===== src/rtl/aud_pkg.sv =====
// rtl/aud_pkg.sv - shared types and defaults for the audio recorder
package aud_pkg;

    typedef enum logic [1:0] {
        ST_IDLE  = 2'd0,
        ST_WRITE = 2'd1,
        ST_PAUSE = 2'd2,
        ST_FULL  = 2'd3
    } rec_state_e;

    localparam int DATA_W_DEFAULT = 16;
    localparam int ADDR_W_DEFAULT = 20;

endpackage


===== src/rtl/aud_i2s_deser.sv =====
// rtl/aud_i2s_deser.sv - I2S lrc edge detect, bit counter and MSB-first shift register
module aud_i2s_deser #(
    parameter int DATA_W = 16
) (
    input  logic              clk,
    input  logic              rst,
    input  logic              enable,
    input  logic              rise_en,
    input  logic              fall_en,
    input  logic              lrc,
    input  logic              data,
    output logic              rise,
    output logic              word_valid,
    output logic              short_frame,
    output logic [DATA_W-1:0] word
);

    localparam int CNT_W = $clog2(DATA_W + 1);

    logic             lrc_r;
    logic             fall;
    logic             trig;
    logic [CNT_W-1:0] bitcnt;

    assign rise        = !lrc_r && lrc;
    assign fall        = lrc_r && !lrc;
    assign trig        = enable && ((rise && rise_en) || (fall && fall_en));
    assign short_frame = trig && (bitcnt != '0);

    // MSB arrives first, so after DATA_W shifts the word is fully aligned;
    // word is not touched again until the next capture's first bit.
    always_ff @(posedge clk or posedge rst) begin
        if (rst) begin
            lrc_r      <= 1'b0;
            bitcnt     <= '0;
            word       <= '0;
            word_valid <= 1'b0;
        end else begin
            lrc_r      <= lrc;
            word_valid <= 1'b0;
            if (!enable) begin
                bitcnt <= '0;
            end else if (trig) begin
                bitcnt <= CNT_W'(DATA_W);
            end else if (bitcnt != '0) begin
                word   <= {word[DATA_W-2:0], data};
                bitcnt <= bitcnt - 1'b1;
                if (bitcnt == CNT_W'(1))
                    word_valid <= 1'b1;
            end
        end
    end

endmodule


===== src/rtl/aud_recorder_param.sv =====
// rtl/aud_recorder_param.sv - I2S ADC capture engine with SRAM write strobes and record FSM
module aud_recorder_param
    import aud_pkg::*;
#(
    parameter int                DATA_W   = DATA_W_DEFAULT,
    parameter int                ADDR_W   = ADDR_W_DEFAULT,
    parameter logic [ADDR_W-1:0] MAX_ADDR = {ADDR_W{1'b1}}
) (
    input  logic              i_clk,
    input  logic              i_rst,
    input  logic              i_lrc,
    input  logic              i_data,
    input  logic              i_start,
    input  logic              i_pause,
    input  logic              i_stop,
    input  logic              i_stereo,
    output logic              o_we,
    output logic [ADDR_W-1:0] o_address,
    output logic [DATA_W-1:0] o_data,
    output logic [ADDR_W:0]   o_length,
    output logic [1:0]        o_state,
    output logic              o_full,
    output logic              o_err
);

    rec_state_e        state;
    rec_state_e        next_state;
    logic              pause_r;
    logic              pause_edge;
    logic              stereo_r;
    logic              armed;
    logic              enable;
    logic              we;
    logic              full_hit;
    logic              start_rec;
    logic              lrc_rise;
    logic              word_valid;
    logic              short_frame;
    logic [ADDR_W-1:0] addr;
    logic [ADDR_W:0]   length;
    logic              full_r;
    logic              err_r;

    // Falling edges only trigger once a rise has been seen in this WRITE
    // stint, which keeps channel 0 on even addresses after start or resume.
    aud_i2s_deser #(
        .DATA_W(DATA_W)
    ) u_deser (
        .clk        (i_clk),
        .rst        (i_rst),
        .enable     (enable),
        .rise_en    (1'b1),
        .fall_en    (stereo_r && armed),
        .lrc        (i_lrc),
        .data       (i_data),
        .rise       (lrc_rise),
        .word_valid (word_valid),
        .short_frame(short_frame),
        .word       (o_data)
    );

    assign pause_edge = i_pause && !pause_r;
    assign full_hit   = we && (addr == MAX_ADDR);
    assign start_rec  = (state == ST_IDLE) && (next_state == ST_WRITE);

    always_ff @(posedge i_clk or posedge i_rst) begin
        if (i_rst)
            state <= ST_IDLE;
        else
            state <= next_state;
    end

    always_comb begin
        next_state = state;
        case (state)
            ST_IDLE: begin
                if (!i_stop && i_start)
                    next_state = ST_WRITE;
            end
            ST_WRITE: begin
                if (i_stop)
                    next_state = ST_IDLE;
                else if (full_hit)
                    next_state = ST_FULL;
                else if (pause_edge)
                    next_state = ST_PAUSE;
            end
            ST_PAUSE: begin
                if (i_stop)
                    next_state = ST_IDLE;
                else if (i_start || pause_edge)
                    next_state = ST_WRITE;
            end
            ST_FULL: begin
                if (i_stop)
                    next_state = ST_IDLE;
            end
            default: next_state = ST_IDLE;
        endcase
    end

    // A word completing just as the FSM leaves WRITE is dropped here.
    always_comb begin
        enable = (state == ST_WRITE);
        we     = word_valid && (state == ST_WRITE);
    end

    always_ff @(posedge i_clk or posedge i_rst) begin
        if (i_rst) begin
            pause_r  <= 1'b0;
            stereo_r <= 1'b0;
            armed    <= 1'b0;
            addr     <= '0;
            length   <= '0;
            full_r   <= 1'b0;
            err_r    <= 1'b0;
        end else begin
            pause_r <= i_pause;

            if (state != ST_WRITE)
                armed <= 1'b0;
            else if (lrc_rise)
                armed <= 1'b1;

            if (next_state == ST_IDLE)
                addr <= '0;
            else if (we && (addr != MAX_ADDR))
                addr <= addr + 1'b1;

            if (start_rec) begin
                stereo_r <= i_stereo;
                length   <= '0;
                full_r   <= 1'b0;
                err_r    <= 1'b0;
            end else begin
                if (we)
                    length <= length + 1'b1;
                if (full_hit && !i_stop)
                    full_r <= 1'b1;
                if (short_frame)
                    err_r <= 1'b1;
            end
        end
    end

    assign o_we      = we;
    assign o_address = addr;
    assign o_length  = length;
    assign o_state   = state;
    assign o_full    = full_r;
    assign o_err     = err_r;

endmodule


===== config.mk =====
export PLATFORM = sky130hd
export DESIGN_NAME = aud_recorder_param
export DESIGN_NICKNAME = d
export VERILOG_FILES = /design/src/rtl/aud_pkg.sv /design/src/rtl/aud_i2s_deser.sv /design/src/rtl/aud_recorder_param.sv
export SDC_FILE = /design/constraint.sdc
export NUM_CORES = 1
export LEC_CHECK = 0
export BUFFER_PORTS_ARGS = -buffer_cell sky130_fd_sc_hd__buf_4
export CORE_MARGIN = 2
export CORE_UTILIZATION = 45
export DETAILED_ROUTE_END_ITERATION = 8
export GPL_ROUTABILITY_DRIVEN = 0
export PLACE_DENSITY = 0.67
export SLEW_MARGIN = 20
export SYNTH_ARGS = -nofsm -noshare
export SYNTH_HDL_FRONTEND = slang
export SYNTH_SLANG_ARGS = --single-unit

===== constraint.sdc =====
create_clock -name i_clk -period 2.65 [get_ports i_clk]
set_clock_uncertainty 0.1 [all_clocks]
set_input_delay 0.3975 -clock i_clk [delete_from_list [all_inputs] [get_ports i_clk]]
set_output_delay 0.3975 -clock i_clk [all_outputs]
set_load 0.02 [all_outputs]

==> results of run 1 <==
worst max-delay path, delay by kind of cell, from the launching register on:
kind | cells | cell delay, ps
simple gates | 3 | 1590
compound gates | 1 | 150
flops | 1 | 460
state kept, by name, indices dropped and copies added (netlist names):
signal	flops
u_deser.word_valid	1
armed	1
o_state	2
u_deser.lrc_r	1
u_deser.bitcnt	5
o_full	1
o_err	1
u_deser.word	16
o_address	20
stereo_r	1
o_length	21
pause_r	1
layer usage:
| metal | GRT usage [%] | wire length [um] | vias to the layer above |
|---|---|---|---|
| li1 | - | - | 1414 |
| met1 | 26.7 | 3610 | 1424 |
| met2 | 30.6 | 3780 | 67 |
| met3 | 3.29 | 354 | 9 |
| met4 | 7.84 | 118 | 0 |
| met5 | 0 | 0 | - |
per-stage QoR:
stage / hold WS (ps) / instances / setup WS, ps / util [%] / total power, uW
floorplan: 329 / 345 / 209 / - / 1560
global placement: 384 / 506 / 326 / 54.1 / 1710
detailed placement: 375 / 506 / 283 / 54.1 / 1720
CTS: 51.9 / 522 / 264 / 56.4 / 2500
global route: 68.4 / 522 / 171 / 56.4 / 2610
finish: 29.5 / 522 / 261 / 56.4 / 2470
Yosys cell counts (2+ instances only):
master / number / share of area (%)
a2111o_1: 3 / 0.97
a211oi_1: 6 / 1.3
a21oi_1: 26 / 3.7
a31oi_1: 5 / 0.90
and3_1: 3 / 0.54
and4_1: 3 / 0.76
buf_2: 3 / 0.43
clkbuf_1: 13 / 1.4
dfrtp_1: 71 / 51
ha_1: 5 / 1.8
inv_1: 9 / 0.97
mux2_2: 17 / 5.5
mux2i_1: 7 / 2.0
nand2_1: 35 / 3.8
nand2b_1: 2 / 0.36
nand3_1: 13 / 1.9
nand3b_1: 2 / 0.43
nand4_1: 8 / 1.4
nor2_1: 24 / 2.6
nor2b_1: 2 / 0.36
nor3_1: 7 / 1.0
nor4_1: 3 / 0.54
o21ai_0: 15 / 2.2
o31ai_1: 9 / 1.9
or2_2: 3 / 0.54
or3_1: 13 / 2.3
or4_1: 13 / 2.8
or4b_2: 2 / 0.58
xnor2_1: 7 / 1.8
xor2_1: 3 / 0.76
area by class of cell:
cell class / instances / area, um2
Fill cell: 716 / 3320
Tap cell: 102 / 128
Clock inverter: 7 / 48.8
Inverter: 10 / 37.5
Sequential cell: 71 / 1780
Multi-Input combinational cell: 248 / 1600
Clock buffer: 9 / 124
Timing Repair Buffer: 75 / 576
power groups by stage:
stage                     Sequential [uW]  Combinational, uW  Clock [uW]
final                                1220                480         766
after global routing                 1230                531         843
after CTS                            1220                485         795
after detailed placement             1240                483           0
after global placement               1240                472           0
after floorplan                      1300                265           0
final timing paths:
check,slack (ps),startpoint,endpoint
min in group i_clk,80,i_pause,pause_r
worst max register to register,260,o_state[1],o_address[15]
worst min-delay path,30,i_rst,o_length[12]
worst max-delay path,260,o_state[1],o_address[15]
worst min register to register,400,stereo_r,stereo_r
max in group asynchronous,2120,i_rst,o_length[3]
cells by family after synthesis:
family	share of synthesized area, %
flip-flops	51.2
AO/OA/AOI/OAI	12.4
adder cells (fa/ha/maj)	1.80
AND/OR/NAND/NOR	21.7
buffers and inverters	2.92
XOR/XNOR	2.52
multiplexers	7.53
==> metrics.md, run 1 <==
| Metric | Value |
|---|---|
| Worst path max stage delay | `770 ps` |
| Net switching power | `744 uW` |
| Max rail drop VDD | `0.000535 V` |
| Most common cell after layout, fill and taps aside | `buf_4` |
| Die Width | `91.9 um` |
| Comb pwr share | `19.5%` |
| Worst EP required | `2810 ps` |
| Crit-path cells | `nand3b_1, or4_1, or4_1, a21oi_1` |
| CTS tree | `done` |
| Worst Hold Class | `in2async` |
| RSZ-0062 raised after global routing | `no` |
| First-pass GRT wire length | `13,200 um` |
| Status | `finished, final reports clean` |
| Setup TNS | `0 ps` |
| Seq/Total Area, Yosys | `51.2%` |
| DRC viols | `0` |
| Die H | `91.9 um` |
| DR vias/cell | `5.58` |
| Critical-path top delay cell | `or4_1` |
| Mapped Area | `3470 um2` |
| Tmin final | `2390 ps` |
| Final HPWL DP | `5430 um` |
| Mean Syn Cell Area | `10.1 um2` |
| WS Path Type | `reg2reg` |
| Slew HR | `56.5%` |
| Final Hold Fails | `0` |
| Data arrival time of the critical path | `2550 ps` |
| Slew Limit Fails | `0` |
| Worst-Margin Slew | `650 ps` |
| H-tree levels | `3` |
| Avg WL per Cell | `15.1 um` |
| Critical Path Sink Type | `flop` |
| Design Area, Final | `4290 um2` |
| Ports | `70` |
| Total gr overflow | `0` |
| Mapped Nets | `358` |
| Synthesized flop and latch total | `71` |
| Clk_lat worst skew | `340 ps` |
| Crit path max fanout | `11` |
| Yosys warns | `0` |
| Share of cells above drive strength 1 | `28.1%` |
| CTS Buffer Depth | `2` |
| Starting density of the core | `45.7%` |
| Sequential Power Share | `49.4%` |
| Placed Area | `4120 um2` |
| Sw Ratio | `30.2%` |
| Largest net degree at the start of global routing | `72` |
| Fmax | `419 MHz` |
| Core Box Area | `7610 um2` |
| Post-synth EDFFs | `0` |
| Clock Sinks | `71` |
| IO Port Bufs | `69` |
| Initial antenna violation count | `0` |
| Power Internal | `1720 uW` |
| FP Rows | `32` |
| Vias in the first global route | `2,779` |
| Routed Wire Length | `7860 um` |
| Ant. Diodes | `0` |
| Cell mode on critical path | `or4_1` |
| Area delta synth->final | `23.6%` |
| Post-Syn Instances | `345` |
| CTS Buf Count | `9` |
| CTS root buf | `clkbuf_8` |
| Nets | `428` |
| Clock power share | `31.1%` |
| Async S/R FF share, synth | `100%` |
| Pwr per Cell Area | `574 nW/um2` |
| Post-CTS setup buffer count | `0` |
| Number of max-cap violations | `0` |
| Number of gates resized after cts | `0` |
| Most frequent cells in the layout | `buf_4 (74), dfrtp_1 (71), nand2_1 (35)` |
| Routed vias | `2,914` |
| Final Setup Violations | `0` |
| Hold-fix buffer count after cts | `0` |
| Tcrit/Tclk final | `90.2%` |
| Final ANT Viol Nets | `0` |
| DRT Pass-1 Iters | `4` |
| Clk slew on worst S/H paths | `80 ps` |
| Detailed Route Iter0 Violations | `126` |
| Most used flip-flop cell after synthesis | `dfrtp_1` |
| Worst r2r path cells | `4` |
| Unique masters post-synth | `43` |
| Total GRT Usage | `19.4%` |
| Worst Setup Start Kind | `flop` |
| Full die area | `8440 um2` |
| Leakage | `0.00192 uW` |
Note: power is estimated with default switching activity, not from simulation.
==> run 2, diff against run 1 <==
--- a/config.mk
+++ b/config.mk
@@ -7,10 +7,10 @@
 export LEC_CHECK = 0
 export BUFFER_PORTS_ARGS = -buffer_cell sky130_fd_sc_hd__buf_4
 export CORE_MARGIN = 2
-export CORE_UTILIZATION = 45
+export CORE_UTILIZATION = 55
 export DETAILED_ROUTE_END_ITERATION = 8
 export GPL_ROUTABILITY_DRIVEN = 0
-export PLACE_DENSITY = 0.67
+export PLACE_DENSITY_LB_ADDON = 0.05
 export SLEW_MARGIN = 20
 export SYNTH_ARGS = -nofsm -noshare
 export SYNTH_HDL_FRONTEND = slang
==> run 2 against run 1 <==
Effect of this change:
- the flow now finishes with violations (negative hold slack)
- combinational power up 1%
- clock power up 2%
- total power rose by 1.1%
- sequential share of layout area increased by 0.38 points
- wire length decreased by 3.2%
- cell area fell by 0.90%
- critical path depth up 2
- count of clock-buffer cells in the layout did not move
- fmax rose by 0.19%
- non-clock buffer count up 1
==> metrics.md, run 2 (synthesized netlist as in run 1, its figures left out) <==
| Metric | Value |
|---|---|
| Avg WL per Cell | `15.4 um (was 15.1 um)` |
| Largest net degree at the start of global routing | `27 (was 72)` |
| Detailed Route Iter0 Violations | `133 (was 126)` |
| Pwr per Cell Area | `586 nW/um2 (was 574 nW/um2)` |
| Number of gates resized after cts | `0 (unchanged)` |
| Final ANT Viol Nets | `0 (unchanged)` |
| Ant. Diodes | `0 (unchanged)` |
| Total gr overflow | `0 (unchanged)` |
| Routed vias | `2,950 (was 2,914)` |
| Failing checks | `negative hold slack` |
| Crit path max fanout | `17 (was 11)` |
| IO Port Bufs | `69 (unchanged)` |
| Post-CTS setup buffer count | `0 (unchanged)` |
| Fmax | `419 MHz (about the same)` |
| Tcrit/Tclk final | `90.0% (was 90.2%)` |
| CTS root buf | `clkbuf_8 (unchanged)` |
| Full die area | `6970 um2 (was 8440 um2)` |
| Core Box Area | `6030 um2 (was 7610 um2)` |
| Worst slack at placement | `317 ps (was 283 ps)` |
| Number of fill cells in the layout | `483 (was 716)` |
| Max reg flops | `21 (unchanged)` |
| Setup TNS | `0 ps (unchanged)` |
| Critical Path Sink Type | `flop (unchanged)` |
| Most common cell after layout, fill and taps aside | `buf_4 (unchanged)` |
| Worst-Margin Slew | `746 ps (was 650 ps)` |
| Vias in the first global route | `2,696 (was 2,779)` |
| FP Rows | `28 (was 32)` |
| First-pass GRT wire length | `12,700 um (was 13,200 um)` |
| WS Path Type | `reg2reg (unchanged)` |
| Worst r2r path cells | `6 (was 4)` |
| Slew HR | `50.1% (was 56.5%)` |
| Setup WS post-layout | `265 ps (was 261 ps)` |
| CTS Buf Count | `9 (unchanged)` |
| CTS Buffer Depth | `2 (unchanged)` |
| Worst Setup Start Kind | `flop (unchanged)` |
| Final Setup Violations | `0 (unchanged)` |
| Tmin final | `2380 ps (was 2390 ps)` |
| CTS tree | `done (unchanged)` |
| Routed Wire Length | `7610 um (was 7860 um)` |
| Die H | `83.5 um (was 91.9 um)` |
| Worst EP required | `2780 ps (was 2810 ps)` |
| DRC viols | `0 (unchanged)` |
| Final Hold Fails | `13 (was 0)` |
| Initial antenna violation count | `0 (unchanged)` |
| Max rail drop VDD | `0.000433 V (was 0.000535 V)` |
| Hold slack | `-2.87 ps (was 29.5 ps)` |
| Die Width | `83.5 um (was 91.9 um)` |
| Data arrival time of the critical path | `2520 ps (was 2550 ps)` |
| Clock Sinks | `71 (unchanged)` |
| Starting density of the core | `57.6% (was 45.7%)` |
| Final HPWL DP | `5280 um (was 5430 um)` |
| Ports | `70 (unchanged)` |
| Area delta synth->final | `22.4% (was 23.6%)` |
| Share of cells above drive strength 1 | `28.3% (was 28.1%)` |
| RSZ-0062 raised after global routing | `no (unchanged)` |
| Slew Limit Fails | `0 (unchanged)` |
| Clk_lat worst skew | `350 ps (was 340 ps)` |
| Worst Hold Class | `in2async (unchanged)` |
| Nets | `429 (was 428)` |
| H-tree levels | `3 (unchanged)` |
| DR vias/cell | `5.95 (was 5.58)` |
| Total GRT Usage | `22.4% (was 19.4%)` |
| Hold-fix buffer count after cts | `0 (unchanged)` |
| Status | `complete, but fails checks (was finished, final reports clean)` |
| Leakage | `0.00192 uW (about the same)` |
| Clk slew on worst S/H paths | `80 ps (about the same)` |
| Most frequent cells in the layout | `buf_4 (76), dfrtp_1 (71), nand2_1 (35) (was buf_4 (74), dfrtp_1 (71), nand2_1 (35))` |
| Number of max-cap violations | `0 (unchanged)` |
| DRT Pass-1 Iters | `4 (unchanged)` |
run 2: changes by cell type in the layout (fill, tap and decap cells not counted), sizes merged:
cell,before,now
buf,75,76
run 2: final timing paths:
| check | startpoint | endpoint | slack (ps) |
|---|---|---|---|
| worst max-delay path | u_deser.bitcnt[0] | u_deser.word[12] | 270 |
| worst min register to register | stereo_r | stereo_r | 400 |
| worst max register to register | u_deser.bitcnt[0] | u_deser.word[12] | 270 |
| min in group i_clk | i_lrc | u_deser.lrc_r | 70 |
| worst min-delay path | i_rst | o_length[15] | -3 |
| max in group asynchronous | i_rst | o_address[1] | 1720 |
run 2: layout make-up:
type	instances	area, um2	area share, %
tap	75	93.8	2.21
timing repair buffer	76	571	13.4
multi-input combinational	248	1600	37.7
inverter	10	37.5	0.883
clock inverter	7	48.8	1.15
sequential	71	1780	41.8
clock buffer	9	124	2.91
run 2: report_power, final:
group	switching, uW	internal [uW]	leakage (uW)
registers	64.8	1160	0.000976
clock network	443	341	0.0000894
logic	266	219	0.000857
run 2: layer usage:
layer / track usage [%] / wire (um)
met3: 4.75 / 390
met5: 0 / 0
met1: 31.2 / 3680
met2: 35.3 / 3440
met4: 7.18 / 101
run 2: worst max-delay path, stage by stage (launching register included):
cell,delay [ps]
dfrtp_1,430
inv_1,110
ha_1,180
or4b_2,710
nand4_1,120
buf_4,250
mux2_2,370
run 2: stage by stage:
stage | hold slack, ps | std cells | power, uW | area [um2] | utilization [%]
final | -2.87 | 496 | 2490 | 4250 | 70.6
after global routing | 31.7 | 496 | 2610 | 4250 | 70.6
after CTS | 2.90 | 496 | 2500 | 4250 | 70.6
after detailed placement | 380 | 480 | 1730 | 4080 | 67.7
after global placement | 371 | 480 | 1710 | 4080 | 67.7
after floorplan | 329 | 345 | 1560 | 3470 | -
